$ cat config.mk
export PLATFORM = sky130hd
export DESIGN_NAME = hazard_ctrl
export DESIGN_NICKNAME = d
export VERILOG_FILES = /design/src/rtl/hazard_ctrl.sv
export SDC_FILE = /design/constraint.sdc
export NUM_CORES = 1
export LEC_CHECK = 0
export ABC_AREA = 1
export ABC_CLOCK_PERIOD_IN_PS = 4300
export BUFFER_PORTS_ARGS = -buffer_cell sky130_fd_sc_hd__buf_4
export CELL_PAD_IN_SITES_DETAIL_PLACEMENT = 0
export CELL_PAD_IN_SITES_GLOBAL_PLACEMENT = 1
export CORE_MARGIN = 1
export CORE_UTILIZATION = 42
export CTS_BUF_LIST = sky130_fd_sc_hd__clkbuf_16
export CTS_CLUSTER_SIZE = 40
export DETAILED_ROUTE_END_ITERATION = 6
export GPL_ROUTABILITY_DRIVEN = 0
export PLACE_DENSITY = 0.95
export SLEW_MARGIN = 5
export SYNTH_ARGS = -nofsm -noshare
export SYNTH_HDL_FRONTEND = slang
export SYNTH_SLANG_ARGS = --single-unit
$ cat constraint.sdc
create_clock -name clk -period 4.3 [get_ports clk]
set_clock_uncertainty 0.1 [all_clocks]
set_input_delay 0.86 -clock clk [delete_from_list [all_inputs] [get_ports clk]]
set_output_delay 0.86 -clock clk [all_outputs]
set_load 0.02 [all_outputs]
$ cat src/rtl/hazard_ctrl.sv
// Pipeline hazard controller: load-use stall, EX redirect flush, memory-busy freeze and
// saturating stall/flush counters. Define HAZ_NOFWD_EN for a core built without forwarding.
module hazard_ctrl #(
    parameter int CNT_W = 32
) (
    input  logic             clk,
    input  logic             nrst,
    input  logic [4:0]       id_rs1,
    input  logic [4:0]       id_rs2,
    input  logic             id_use_rs1,
    input  logic             id_use_rs2,
    input  logic [4:0]       ex_rd,
    input  logic             ex_memread,
    input  logic             ex_regwrite,
    input  logic [4:0]       mem_rd,
    input  logic             mem_regwrite,
    input  logic             ex_redirect,
    input  logic             mem_busy,
    input  logic             clr_cnt,
    output logic             pc_stall,
    output logic             ifid_stall,
    output logic             ifid_flush,
    output logic             idex_stall,
    output logic             idex_bubble,
    output logic             exmem_stall,
    output logic [1:0]       hz_state,
    output logic [CNT_W-1:0] stall_cnt,
    output logic [CNT_W-1:0] flush_cnt
);

    typedef enum logic [1:0] {
        RUN      = 2'd0,
        MEM_WAIT = 2'd1,
        FLUSH    = 2'd2
    } state_t;

    state_t state, state_nxt;
    logic   pend_flush, pend_flush_nxt;
    logic   rs1_ex, rs2_ex, ldu, hz;
    logic   pc_stall_c, ifid_stall_c, ifid_flush_c, idex_stall_c, idex_bubble_c, exmem_stall_c;

    assign rs1_ex = id_use_rs1 && (id_rs1 == ex_rd);
    assign rs2_ex = id_use_rs2 && (id_rs2 == ex_rd);
    assign ldu    = ex_memread && (ex_rd != 5'd0) && (rs1_ex || rs2_ex);

`ifdef HAZ_NOFWD_EN
    logic raw_ex, raw_mem;
    assign raw_ex  = ex_regwrite && (ex_rd != 5'd0) && (rs1_ex || rs2_ex);
    assign raw_mem = mem_regwrite && (mem_rd != 5'd0) &&
                     ((id_use_rs1 && (id_rs1 == mem_rd)) || (id_use_rs2 && (id_rs2 == mem_rd)));
    assign hz      = ldu || raw_ex || raw_mem;
`else
    // Forwarding covers ALU producers, so only loads need a stall.
    logic unused_fwd;
    assign unused_fwd = ^{ex_regwrite, mem_regwrite, mem_rd};
    assign hz         = ldu;
`endif

    // NOTE: every variable gets a default before the case so no latch can be inferred.
    always_comb begin
        state_nxt      = state;
        pend_flush_nxt = pend_flush;
        pc_stall_c     = 1'b0;
        ifid_stall_c   = 1'b0;
        ifid_flush_c   = 1'b0;
        idex_stall_c   = 1'b0;
        idex_bubble_c  = 1'b0;
        exmem_stall_c  = 1'b0;

        if (mem_busy) begin
            pc_stall_c    = 1'b1;
            ifid_stall_c  = 1'b1;
            idex_stall_c  = 1'b1;
            exmem_stall_c = 1'b1;
            state_nxt     = MEM_WAIT;
            if (ex_redirect) pend_flush_nxt = 1'b1;
        end else begin
            case (state)
                RUN: begin
                    if (ex_redirect) begin
                        // Instruction in ID is wrong-path; any ldu it raises is moot.
                        ifid_flush_c  = 1'b1;
                        idex_bubble_c = 1'b1;
                    end else if (hz) begin
                        pc_stall_c    = 1'b1;
                        ifid_stall_c  = 1'b1;
                        idex_bubble_c = 1'b1;
                    end
                end
                MEM_WAIT: begin
                    pend_flush_nxt = pend_flush || ex_redirect;
                    state_nxt      = (pend_flush || ex_redirect) ? FLUSH : RUN;
                end
                FLUSH: begin
                    // A redirect landing here is absorbed into this single flush.
                    ifid_flush_c   = 1'b1;
                    idex_bubble_c  = 1'b1;
                    pend_flush_nxt = 1'b0;
                    state_nxt      = RUN;
                end
                default: state_nxt = RUN;
            endcase
        end
    end

    // NOTE: outputs are gated by nrst so the pipeline sees no stall or flush during reset,
    // even though they are otherwise purely combinational from state and inputs.
    assign pc_stall    = nrst & pc_stall_c;
    assign ifid_stall  = nrst & ifid_stall_c;
    assign ifid_flush  = nrst & ifid_flush_c;
    assign idex_stall  = nrst & idex_stall_c;
    assign idex_bubble = nrst & idex_bubble_c;
    assign exmem_stall = nrst & exmem_stall_c;
    assign hz_state    = state;

    // NOTE: sequential state uses non-blocking assignments only.
    always_ff @(posedge clk or negedge nrst) begin
        if (!nrst) begin
            state      <= RUN;
            pend_flush <= 1'b0;
        end else begin
            state      <= state_nxt;
            pend_flush <= pend_flush_nxt;
        end
    end

    always_ff @(posedge clk or negedge nrst) begin
        if (!nrst) begin
            stall_cnt <= '0;
            flush_cnt <= '0;
        end else if (clr_cnt) begin
            stall_cnt <= '0;
            flush_cnt <= '0;
        end else begin
            if (pc_stall_c && (stall_cnt != '1)) stall_cnt <= stall_cnt + CNT_W'(1);
            if (ifid_flush_c && (flush_cnt != '1)) flush_cnt <= flush_cnt + CNT_W'(1);
        end
    end

endmodule

==> impl_metrics.ini <==
[status]
outcome = finished, final reports clean

[timing]
fin_crit_ns = 2.943
slew_headroom_pct = 48.58
period_share_pct = 68.45
worst_pin_slew_ns = 0.7702
fin_tns_setup_ns = 0
fmax_ghz = 0.3398
timing.final.ws_setup_ns = 1.357
hold_viol = 0
drv_slew = 0
grt_setup_unrepaired = no
setup_viol = 0

[setup_path]
rr_worst_depth = 9
required_ns = 3.34
start_kind = input port
critPathMaxStageDelay_ns = 0.27
criticalPathCategory = in2out
slowest_stage = a21boi_0
crit_path_cell_trace = buf_4 -> inv_1 -> nor2_1 -> nor2_1 -> nand3_1 -> nand2_1 -> nand3_1 -> a21boi_0 -> buf_4
worst_ep_arrival_time_ns = 1.98
timing.rr.start = stall_cnt[0]
r2r_setup_slack_ns = 1.62
critical_path.endpoint_type = primary output
crit_fanout = 4
r2r-end = stall_cnt[25]

[cts]
clock_sinks = 67
cts_tree = built
cts_setup_buffers = 0
cts_buffer_depth = 2
path_clk_slew_ns = 0.05
cts_hold_buf = 0
clk_latency_ns = 0.34
clockRootBuffer = clkbuf_16
cts_made_buffers = 9
cts-resized-gates = 0
cts.htree.levels = 3

[logic_synthesis]
ys.warnings.count = 0
synthArstFlopShare_pct = 100.0
synth-edff-count = 0
ys.flop_type = dfrtp_1
syn-num-nets = 797
synthDistinctLibCells = 36
avgSynthCellArea_um2 = 6.436
synth_cells = 765
ys_ff_latch = 67
yosysSeqAreaShare_pct = 34.05
synthesis.area_um2 = 4923

[grt]
grt_pass1_wl_mm = 21.90
antenna_found_initial = 0
grt_pass1_vias = 4503
grt_use_total_pct = 23.29
grt_max_degree = 51
overflow = 0

[floorplanning]
core_area_um2 = 11420
start_util_pct = 43.12
rows = 39
fp.dieH_um = 110.3
io_pins = 102
die_x_um = 110.3
die_area_um2 = 12160

[route]
vias = 5007
wl_per_cell_um = 13.46
drc = 0
dr.pass1.iters = 5
first_iter_violations = 307
wirelength_mm = 13.34
viasPerCell = 5.052
ant_nets = 0

[worst_hold_path]
hold_class = in2async

[power]
p_per_area_nw_per_um2 = 234.2
p_leak_nw = 3.009
ir_worst_vdd_uv = 243.9

[placed_design]
dp_slack_ns = 1.367
io_buffers = 94
dp.final_hpwl_mm = 9.727

[finish]
area_delta_synth_final_pct = 20.28
final_nets = 879
final_cell_mix = 247 x nand2_1, 117 x nor2_1, 97 x buf_4, 96 x inv_1, 67 x dfrtp_1
fillers = 1192
drive_gt1_share_pct = 15.92
fin_util_pct = 51.86
final_common_cell = nand2_1
antenna_cells = 0

[run]
drv_cap = 0
==> per-stage QoR <==
step           power [mW]  cell area, um^2  hold WS [ns]  cells
4_1_cts             1.407             5922        0.3672    991
6_report            1.387             5922        0.3623    991
5_1_grt             1.446             5922        0.3905    991
2_1_floorplan      0.7202             4923        0.4601    765
3_3_place_gp       0.7712             5685        0.4031    979
3_5_place_dp       0.7722             5685        0.4055    979
==> worst max-delay path by stage <==
stage	start	end	slack [ns]
2_1_floorplan	ex_rd[3]	pc_stall	1.23
5_1_grt	ex_rd[3]	pc_stall	1.19
3_3_place_gp	ex_rd[3]	pc_stall	1.36
4_1_cts	ex_rd[2]	ifid_stall	1.37
3_5_place_dp	ex_rd[2]	ifid_stall	1.37
6_report	ex_rd[3]	ifid_stall	1.36
==> worst max-delay path: cells and delay by family <==
family | cells | cell delay (ns)
AO/OA/AOI/OAI | 1 | 0.27
buffers and inverters | 3 | 0.40
AND/OR/NAND/NOR | 5 | 0.43
==> Yosys cell counts (9+ instances only) <==
master	n	share of area [%]
buf_2	11	1.1
dfrtp_1	67	34
inv_1	96	7.3
nand2_1	247	19
nand3_1	58	5.9
nand3_2	12	2.4
nand4_1	43	5.5
nor2_1	117	8.9
nor3_1	18	1.8
o21ai_0	11	1.1
o21ai_1	14	1.4
xnor2_1	9	1.6
xor2_1	11	2.0
==> report_power, final <==
group,total [mW],internal [mW],switching (mW),leakage (nW)
registers,0.642,0.636,0.00567,0.927
clock network,0.627,0.370,0.257,0.119
logic,0.118,0.0361,0.0817,1.96
==> kinds of logic (layout without fill, tap and decap cells) <==
family,count (synthesis),count (layout),share of synthesized area [%]
flops,67,67,34.05
simple gates,520,520,47.93
fa+ha+maj,2,2,0.5082
compound gates,33,33,3.609
buf+inv,123,206,10.34
xor+xnor,20,20,3.558
==> registers in the layout, indices dropped and copies added (netlist names) <==
register,count
hz_state,2
flush_cnt,32
pend_flush,1
stall_cnt,32
==> cell type report <==
| class | count | area [um^2] | share of cell area, % |
|---|---|---|---|
| clock inverter | 3 | 11.26 | 0.1902 |
| inverter | 97 | 364.1 | 6.148 |
| timing repair buffer | 97 | 728.2 | 12.30 |
| tap | 143 | 178.9 | 3.021 |
| multi-input combinational | 575 | 2738 | 46.23 |
| clock buffer | 9 | 225.2 | 3.803 |
| sequential | 67 | 1677 | 28.31 |
==> routing by layer <==
metal | track usage (%) | wire length (um)
met5 | 0 | 0
met4 | 7.519 | 223
met3 | 4.350 | 782
met2 | 37.40 | 6112
met1 | 31.48 | 6224
Power figures use the tool's default switching activity.
